## config.mk

```make
export PLATFORM = sky130hd
export DESIGN_NAME = hold_tick_gen
export DESIGN_NICKNAME = d
export VERILOG_FILES = /design/src/rtl/adc_pkg.sv /design/src/rtl/reload_down_counter.sv /design/src/rtl/hold_tick_gen.sv
export SDC_FILE = /design/constraint.sdc
export NUM_CORES = 1
export LEC_CHECK = 0
export BUFFER_PORTS_ARGS = -buffer_cell sky130_fd_sc_hd__buf_4
export CAP_MARGIN = 20
export CORE_AREA = 2 2 89 83
export DETAILED_ROUTE_END_ITERATION = 7
export DIE_AREA = 0 0 91 85
export GPL_TIMING_DRIVEN = 0
export PLACE_DENSITY_LB_ADDON = 0.05
export SYNTH_ARGS = -nofsm -noshare
export SYNTH_HDL_FRONTEND = slang
export SYNTH_HIERARCHICAL = 1
export SYNTH_SLANG_ARGS = --single-unit
```

## constraint.sdc

```tcl
create_clock -name clk -period 7.35 [get_ports clk]
set_input_delay 1.47 -clock clk [delete_from_list [all_inputs] [get_ports clk]]
set_output_delay 1.47 -clock clk [all_outputs]
set_load 0.03 [all_outputs]
```

## src/rtl/adc_pkg.sv

```systemverilog
// Shared definitions for the ADC hold path.
//
// Contents:
//   hold_gen_state_t  - hold_tick_gen FSM state encoding
//   ADC_HOLD_CYCLES   - default minimum dwell in HOLDING
//   ADC_HOLD_TIMEOUT  - default HOLDING watchdog limit
//   cnt_width()       - bits needed to hold a given maximum count value
package adc_pkg;

  typedef enum logic [2:0] {
    StIdle,
    StWaitPeriod,
    StWaitAck,
    StHolding,
    StRelease,
    StWaitDrop
  } hold_gen_state_t;

  localparam int unsigned ADC_HOLD_CYCLES  = 64;
  localparam int unsigned ADC_HOLD_TIMEOUT = 1023;

  // Minimum width (at least 1) able to represent max_val.
  function automatic int unsigned cnt_width(input int unsigned max_val);
    int unsigned w;
    w = 1;
    while ((w < 32) && ((max_val >> w) != 0)) begin
      w = w + 1;
    end
    return w;
  endfunction

endpackage

```

## src/rtl/reload_down_counter.sv

```systemverilog
// Loadable down-counter with terminal-count flag. Saturates at zero.
//
// Ports:
//   clk_i       clock
//   rst_ni      asynchronous active-low reset (count cleared)
//   load_i      load load_val_i (has priority over dec_i)
//   load_val_i  value to load
//   dec_i       decrement by one when non-zero
//   tc_o        high while the count is zero
module reload_down_counter #(
  parameter int unsigned Width = 8
) (
  input  logic             clk_i,
  input  logic             rst_ni,
  input  logic             load_i,
  input  logic [Width-1:0] load_val_i,
  input  logic             dec_i,
  output logic             tc_o
);

  logic [Width-1:0] count_q, count_d;

  always_comb begin
    count_d = count_q;
    if (load_i) begin
      count_d = load_val_i;
    end else if (dec_i && (count_q != '0)) begin
      count_d = count_q - Width'(1);
    end
  end

  always_ff @(posedge clk_i or negedge rst_ni) begin
    if (!rst_ni) begin
      count_q <= '0;
    end else begin
      count_q <= count_d;
    end
  end

  assign tc_o = (count_q == '0);

endmodule

```

## src/rtl/hold_tick_gen.sv

```systemverilog
// ADC hold handshake timing source.
//
// Issues periodic one-cycle hold_tick pulses until the hold counter answers with
// hold_enable, keeps the hold for at least HOLD_CYCLES and until conv_done has been
// seen, then issues one release_tick and waits for hold_enable to drop.
//
// Optional feature macro: HOLD_TIMEOUT_EN - adds a HOLDING watchdog that forces a
// release after TIMEOUT cycles and sets the sticky timeout_err flag.
//
// Ports:
//   clk           clock, rising edge
//   rst_n         asynchronous active-low reset
//   start         run enable (level)
//   period        hold_tick spacing in cycles (0 behaves as 1)
//   hold_enable   acknowledge from the hold counter
//   conv_done     one-cycle conversion-complete pulse
//   clr_err       clears timeout_err (ignored without HOLD_TIMEOUT_EN)
//   hold_tick     one-cycle pulse
//   release_tick  one-cycle pulse
//   busy          high in every state except idle
//   tick_count    number of hold_ticks issued, wrapping
//   timeout_err   sticky watchdog flag (constant 0 without HOLD_TIMEOUT_EN)
module hold_tick_gen
  import adc_pkg::*;
#(
  parameter int unsigned DIV_W       = 16,
  parameter int unsigned HOLD_CYCLES = ADC_HOLD_CYCLES,
  parameter int unsigned TIMEOUT     = ADC_HOLD_TIMEOUT
) (
  input  logic             clk,
  input  logic             rst_n,
  input  logic             start,
  input  logic [DIV_W-1:0] period,
  input  logic             hold_enable,
  input  logic             conv_done,
  input  logic             clr_err,
  output logic             hold_tick,
  output logic             release_tick,
  output logic             busy,
  output logic [7:0]       tick_count,
  output logic             timeout_err
);

  localparam int unsigned DwellW = cnt_width(HOLD_CYCLES - 1);
  localparam logic [DwellW-1:0] DwellLoad = DwellW'(HOLD_CYCLES - 1);

  hold_gen_state_t state_q;
  logic            hold_tick_q, release_tick_q, busy_q, done_q;
  logic [7:0]      tick_count_q;

  logic             in_run, period_tc, period_load, period_dec;
  logic [DIV_W-1:0] period_load_val;
  logic             dwell_tc, dwell_load, dwell_dec;
  logic             hold_exit, wd_fire;

  // Counter control, decoded from the current state and inputs.
  always_comb begin
    in_run          = start && ((state_q == StWaitPeriod) || (state_q == StWaitAck));
    period_load_val = (period == '0) ? '0 : period - DIV_W'(1);
    period_load     = ((state_q == StIdle) && start) ||
                      (in_run && period_tc) ||
                      ((state_q == StWaitDrop) && !hold_enable && start);
    period_dec      = in_run && !period_tc;
    dwell_load      = start && (state_q == StWaitAck) && hold_enable;
    dwell_dec       = (state_q == StHolding);
    // A conv_done arriving in the same cycle as dwell expiry still counts.
    hold_exit       = (state_q == StHolding) && dwell_tc && (done_q || conv_done);
  end

  reload_down_counter #(
    .Width (DIV_W)
  ) u_period_cnt (
    .clk_i      (clk),
    .rst_ni     (rst_n),
    .load_i     (period_load),
    .load_val_i (period_load_val),
    .dec_i      (period_dec),
    .tc_o       (period_tc)
  );

  reload_down_counter #(
    .Width (DwellW)
  ) u_dwell_cnt (
    .clk_i      (clk),
    .rst_ni     (rst_n),
    .load_i     (dwell_load),
    .load_val_i (DwellLoad),
    .dec_i      (dwell_dec),
    .tc_o       (dwell_tc)
  );

`ifdef HOLD_TIMEOUT_EN
  localparam int unsigned WdW = cnt_width(TIMEOUT - 1);
  localparam logic [WdW-1:0] WdLoad = WdW'(TIMEOUT - 1);

  logic wd_tc, timeout_err_q;

  reload_down_counter #(
    .Width (WdW)
  ) u_wd_cnt (
    .clk_i      (clk),
    .rst_ni     (rst_n),
    .load_i     (dwell_load),
    .load_val_i (WdLoad),
    .dec_i      (dwell_dec),
    .tc_o       (wd_tc)
  );

  assign wd_fire = (state_q == StHolding) && wd_tc && !hold_exit;

  // Set beats clear when both happen together.
  always_ff @(posedge clk or negedge rst_n) begin
    if (!rst_n) begin
      timeout_err_q <= 1'b0;
    end else if (wd_fire) begin
      timeout_err_q <= 1'b1;
    end else if (clr_err) begin
      timeout_err_q <= 1'b0;
    end
  end

  assign timeout_err = timeout_err_q;
`else
  logic unused_cfg;
  assign unused_cfg  = ^{clr_err, TIMEOUT};
  assign wd_fire     = 1'b0;
  assign timeout_err = 1'b0;
`endif

  always_ff @(posedge clk or negedge rst_n) begin
    if (!rst_n) begin
      state_q        <= StIdle;
      hold_tick_q    <= 1'b0;
      release_tick_q <= 1'b0;
      busy_q         <= 1'b0;
      tick_count_q   <= '0;
      done_q         <= 1'b0;
    end else begin
      hold_tick_q    <= 1'b0;
      release_tick_q <= 1'b0;
      unique case (state_q)
        StIdle: begin
          if (start) begin
            state_q <= StWaitPeriod;
            busy_q  <= 1'b1;
          end
        end
        StWaitPeriod: begin
          if (!start) begin
            state_q <= StIdle;
            busy_q  <= 1'b0;
          end else if (period_tc) begin
            hold_tick_q  <= 1'b1;
            tick_count_q <= tick_count_q + 8'd1;
            state_q      <= StWaitAck;
          end
        end
        StWaitAck: begin
          if (!start) begin
            state_q <= StIdle;
            busy_q  <= 1'b0;
          end else begin
            if (period_tc) begin
              hold_tick_q  <= 1'b1;
              tick_count_q <= tick_count_q + 8'd1;
            end
            if (hold_enable) begin
              // Drop any conv_done seen before the hold began.
              done_q  <= 1'b0;
              state_q <= StHolding;
            end
          end
        end
        StHolding: begin
          if (conv_done) begin
            done_q <= 1'b1;
          end
          if (hold_exit || wd_fire) begin
            state_q <= StRelease;
          end
        end
        StRelease: begin
          release_tick_q <= 1'b1;
          state_q        <= StWaitDrop;
        end
        StWaitDrop: begin
          if (!hold_enable) begin
            if (start) begin
              state_q <= StWaitPeriod;
            end else begin
              state_q <= StIdle;
              busy_q  <= 1'b0;
            end
          end
        end
        default: begin
          state_q <= StIdle;
          busy_q  <= 1'b0;
        end
      endcase
    end
  end

  assign hold_tick    = hold_tick_q;
  assign release_tick = release_tick_q;
  assign busy         = busy_q;
  assign tick_count   = tick_count_q;

endmodule

```

After elaboration in Yosys (flattened, before gate mapping)
Cells that the tools add are included.
- bitwise logic cells: 1
- add/sub/neg operators: 4
- multiplexer cells: 26
- reduce and logical (&&, ||, !) cells: 33
- eq/ne operators: 13
- operators by type and width (operator ; number):
    two-way mux 16 bit ; 3
    logical NOT 16 bit ; 2
    subtractor 16 x 1 -> 16 bit, second input constant ; 2
    two-way mux 3 bit ; 7
    one-hot mux 3 bit (6 select lines) ; 1
    nonzero test 16 bit ; 1
    logical AND 1 bit ; 12
    two-way mux 6 bit ; 2
    != test 2 bit, second input constant ; 6
    two-way mux 1 bit ; 11
    adder 8 x 1 -> 8 bit, second input constant ; 1
    equality test 3 x 2 -> 1 bit, second input constant ; 2
    equality test 3 bit, second input constant ; 2
    logical NOT 6 bit ; 1
    != test 3 bit, second input constant ; 2
    AND reduction 3 bit ; 2
    nonzero test 2 bit ; 3
    nonzero test 6 bit ; 1
    subtractor 6 x 1 -> 6 bit, second input constant ; 1
    AND reduction 5 bit ; 1
    logical OR 1 bit ; 4
    one-hot mux 1 bit (4 select lines) ; 1
    AND reduction 4 bit ; 1
    OR reduction 2 bit ; 2
    other kinds (5) ; 6
- word-level logic and storage cells: 85
- bits in registers: 37

Logic depth before layout (Yosys ltp)
- depth in word-level cells: 7
- gate-level depth with buffers: 14

By module
The synthesis kept the hierarchy.
- by module, submodules not included (module ; instances ; seq. area each (µm²) ; cells an instance ; area an instance (µm²)):
    hold_tick_gen ; 1 ; 375.4 ; 138 ; 1193.6
    reload_down_counter at u_period_cnt ; 1 ; 400.4 ; 124 ; 1063.5
    reload_down_counter at u_dwell_cnt ; 1 ; 150.1 ; 44 ; 395.4

Worst setup path after synthesis
OpenSTA, ideal clock, no wires.
- path kind: input port to flip-flop
- start point: input start
- end point: register u_period_cnt.count_q[11]
- arrival: 3215 ps
- data required time: 7268 ps
- setup time: 82 ps
- stages: 6
- path slack: 4053 ps
- cell sequence: and2b_1 > nor3b_1 > nor4b_1 > nand2_1 > or4_1 > a31oi_1
- elaborated cells on any way between the ends: 10
- classes of those cells: mux (1); reduce/logical (9)
- RTL lines (element ; line ; RTL):
    start: declaration ; hold_tick_gen.sv:32 ; input logic start,
    logical AND 1 bit ; hold_tick_gen.sv:58 ; in_run = start && ((state_q == StWaitPeriod) || (state_q == StWaitAck));
    logical AND 1 bit ; hold_tick_gen.sv:63 ; period_dec = in_run && !period_tc;
    via period_dec ; hold_tick_gen.sv:51 ; logic in_run, period_tc, period_load, period_dec;
    logical AND 1 bit ; reload_down_counter.sv:27 ; end else if (dec_i && (count_q != '0)) begin
    nonzero test 2 bit (no source line) ; - ;
    end signal: assignment ; reload_down_counter.sv:36 ; count_q <= count_d;
    end: declaration ; reload_down_counter.sv:21 ; logic [Width-1:0] count_q, count_d;
The timed path passes the listed nets, and every way through them passes these cells.
A chain may end at the register's enable or synchronous reset.

Worst setup path in the final report
- start point: register u_period_cnt.count_q[0]
- end point: register u_period_cnt.count_q[12]
- word-level cells in the longest chain between the ends: 5
- elaborated cells on any way between the ends: 12
- classes of those cells: add/sub (1); mux (2); reduce/logical (9)
- RTL lines (element ; line ; RTL):
    logical NOT 16 bit (*) ; reload_down_counter.sv:40 ; assign tc_o = (count_q == '0);
    via period_tc ; hold_tick_gen.sv:51 ;
    logical AND 1 bit (*) ; hold_tick_gen.sv:61 ; (in_run && period_tc) ||
    logical OR 1 bit (*) ; hold_tick_gen.sv:60 ; period_load = ((state_q == StIdle) && start) ||
    logical OR 1 bit (*) ; hold_tick_gen.sv:61 ;
    via period_load ; hold_tick_gen.sv:51 ;
    two-way mux 16 bit or nonzero test 2 bit (tied branches) ; - ;
The timed path passes the listed nets; every way through them passes the cells marked *. The select of a mux whose other input is x is not followed.

==> flow_summary_export.csv <==
group,metric,value,unit
sta,setup-violations-final,0,
worst_setup_path,worst_path_most_repeated_cell,"inv_1",
power,ir_drop,0.106,mV
hold_path,hold_class,"flop to flop",
logic_synthesis,post-synth-top-area-fraction,34.9,%
power,power.density_cell_area,196,nW/um^2
final_layout,final_cell_count_no_fill,443,
logic_synthesis,netlist-cell-type-count,62,
final_layout,final_layout_size_suffix_gt1_share,17.4,%
worst_setup_path,setup.worst_path.start_class,"flop",
place,dpl-instance-area,3020,um^2
route,routed_wl,5.98,mm
die,initial_core_util,38.9,%
place,place.port_buffers,31,
route,wl_per_cell,13.5,um
sta,ratio_of_final_minimum_period_to_clock_period,51.8,%
worst_setup_path,worstPathCellList,"inv_1 -> ha_1 -> nor4b_1 -> nand4_1 -> inv_1 -> inv_1 -> maj3_1 -> o32ai_1 -> and2_1 -> clkbuf_1 -> inv_1 -> clkbuf_1 -> nor2_1 -> a31oi_1",
die,num_io_pins,34,
logic_synthesis,post-synth-top-area-cell,"dfrtp_1",
grt,grt_use_total,16.7,%
grt,grt_pass1_wl,10.6,mm
logic_synthesis,syn_inst,306,
sta,max_slew.worst_pin.slew,753,ps
place,finalWeightedCongestion,0.820,
run_status,outcome,"complete, no violations",
grt,grt_antenna_before_repair,0,
grt,grt-ovfl-total,0,
sta,unrepaired_setup_endpoints_after_global_routing,"no",
sta,finalHoldWorstSlack,470,ps
die,die_w,91,um
clock_tree,clk_path_buf_depth,2,
logic_synthesis,synth.area.top_cells,"dfrtp_1 (35%), nor2_1 (4.8%), nand2_1 (3.4%), xnor2_1 (3.3%), a21oi_1 (2.8%)",
worst_setup_path,path_max_fanout,10,
worst_setup_path,timing.critical_path.to_type,"flop",
worst_setup_path,critPathRequiredTime,7490,ps
route,detail_route.vias_per_cell,5.22,
sta,clock-skew-final,7.91,ps
final_layout,finalInstanceArea,3140,um^2
grt,pin_count_of_the_biggest_net_entering_global_routing,38,
clock_tree,clock-root-buffer,"clkbuf_8",
die,die_y,85,um
worst_setup_path,cp.arrival,3950,ps
final_layout,area_delta_synth_final,18.4,%
route,drt_first_pass_iters,5,
clock_tree,cts.htree.levels,2,
logic_synthesis,total_of_flip_flops_plus_latches_after_synthesis,37,
flow_run,number_of_maximum_capacitance_constraint_violations,0,
logic_synthesis,ys.warnings.count,6,
logic_synthesis,synthArstFlopShare,100,%
die,floorplan.die_area,7740,um^2
clock_tree,clkSlewWorstSetupHoldPaths,80,ps
route,drt_iter0_markers,106,
worst_setup_path,cell_with_the_largest_stage_delay_on_the_worst_path,"nor4b_1",
logic_synthesis,syn-cell-area,2650,um^2
clock_tree,post_cts_hold_buffer_count,0,
place,place.detailed.hpwl,4.55,mm
grt,first_global_vias,2203,
die,coreArea,6820,um^2
clock_tree,clock_sink_count,37,
clock_tree,numCtsBuffers,5,
sta,fmax,0.263,GHz
clock_tree,clkLatencyLatePin,290,ps
clock_tree,cts_setup_buffers,0,
clock_tree,tritoncts_clock_tree,"done",
sta,timing.final.crit_period,3810,ps
place,dp_cells,435,
sta,hold_viol,0,
worst_setup_path,critPathTopFamily,"simple AND/OR/NAND/NOR gates",
logic_synthesis,synth-edff-count,0,
logic_synthesis,syn_avg_cell_area,8.67,um^2
final_layout,finish.net_count,376,
logic_synthesis,ys.flop_type,"dfrtp_1",
sta,slew_headroom,49.7,%
final_layout,antenna_cells_inserted,0,
power,leakage,1.27,nW
worst_setup_path,path_class,"flop to flop",
sta,totalNegativeSetupSlack,0,ps
worst_setup_path,slowest_delay,550,ps
sta,final_max_slew_violation_count,0,
die,floorplan.rows,29,
route,antenna_left,0,
worst_setup_path,timing.critical_path.buf_inv,6,
route,vias,2311,
logic_synthesis,yosysSeqAreaShare,34.9,%
clock_tree,cts_resized,0,
route,post-route-drc-count,0,
-- registers in the layout, indices dropped and copies added, names as in the netlist --
| register | count |
|---|---|
| u_period_cnt/count_q | 16 |
| tick_count | 8 |
| u_dwell_cnt/count_q | 6 |
| state_q | 3 |
| busy | 1 |
| done_q | 1 |
| hold_tick | 1 |
| release_tick | 1 |
-- path summary, 6_finish.rpt --
kind	start	end	cells after the start	slack [ps]
setup reg to reg	u_period_cnt/count_q[0]$_DFFE_PN0P_	u_period_cnt/count_q[12]$_DFFE_PN0P_	14	3540
setup / recovery	u_period_cnt/count_q[0]$_DFFE_PN0P_	u_period_cnt/count_q[12]$_DFFE_PN0P_	14	3540
max in group asynchronous	rst_n	tick_count[5]$_DFFE_PN0P_	1	5880
hold reg to reg	tick_count[7]$_DFFE_PN0P_	tick_count[7]$_DFFE_PN0P_	1	470
min in group asynchronous	rst_n	u_period_cnt/count_q[8]$_DFFE_PN0P_	1	1140
hold / removal	tick_count[7]$_DFFE_PN0P_	tick_count[7]$_DFFE_PN0P_	1	470
-- per-layer routing --
| layer | share of wire, % | GRT usage, % | vias up | wire (um) |
|---|---|---|---|---|
| met4 | 0.60 | 3.72 | 0 | 36 |
| met2 | 42 | 25.5 | 43 | 2540 |
| met5 | 0 | 0 | - | 0 |
| li1 | - | - | 1200 | - |
| met3 | 3.7 | 3.02 | 2 | 219 |
| met1 | 53 | 24.6 | 1066 | 3190 |
-- metrics by stage --
step	utilization (%)	power, W	worst slack, ps
after floorplan	-	0.000383	4050
after global placement	44.3	0.000434	3440
after detailed placement	44.3	0.000435	3440
after CTS	46.0	0.000625	3540
after global routing	46.0	0.000663	3160
final	46.0	0.000617	3540
-- kinds of logic after synthesis --
kind of cell	after synthesis	share of synthesized area, %
AND/OR/NAND/NOR	142	32.5
AO/OA/AOI/OAI	66	16.2
flip-flops	37	34.9
buffers and inverters	29	4.86
XOR/XNOR	17	5.61
multiplexers	7	2.83
adder cells (fa/ha/maj)	6	2.74
other	2	0.283
-- cell type report --
cell class                 count  area, um^2
buffer                        12        65.1
clock buffer                   6        82.6
clock inverter                 2        37.5
fill                         722        3680
inverter                      17        63.8
multi-input combinational    245        1620
sequential                    37         926
tap                           93         116
timing repair buffer          31         233
-- worst reg2reg max path, cell delays in order (launching register included) --
cell and delay [ps]:
dfrtp_1 400, inv_1 100, ha_1 220, nor4b_1 550
nand4_1 350, inv_1 220, inv_1 100, maj3_1 350
o32ai_1 110, and2_1 150, clkbuf_1 320, inv_1 180
clkbuf_1 300, nor2_1 260, a31oi_1 60
-- power breakdown --
part / total (W) / switching (W) / internal, W
clock: 0.000185 / 0.0000747 / 0.000110
combinational: 0.000155 / 0.0000868 / 0.0000682
sequential: 0.000276 / 0.0000406 / 0.000236
total: 0.000617 / 0.000202 / 0.000414
-- Yosys cell counts, drive strengths merged (4+ instances only) --
cell    count
dfrtp      37
nor2       34
nand2      26
o21ai      20
inv        17
a21oi      15
a31oi      10
nor3       10
xnor2      10
nand3       8
nand4       8
or4         8
clkbuf      7
nor4        7
or3         7
xor2        7
buf         5
ha          5
nor2b       5
and2        4
mux2        4
nand4b      4
nor3b       4
o31ai       4
-- cell usage in the layout (no fill, tap or decap), drive strengths merged, types with 5 or more instances in the layout --
master,instances
nor2b,5
nor4,7
nand3,8
clkbuf,13
nand2,26
a21oi,15
xnor2,10
ha,5
or3,7
nor2,34
or4,8
dfrtp,37
o21ai,20
buf,36
conb,7
nor3,10
nand4,8
inv,17
xor2,7
a31oi,10
Power figures use the tool's default switching activity.
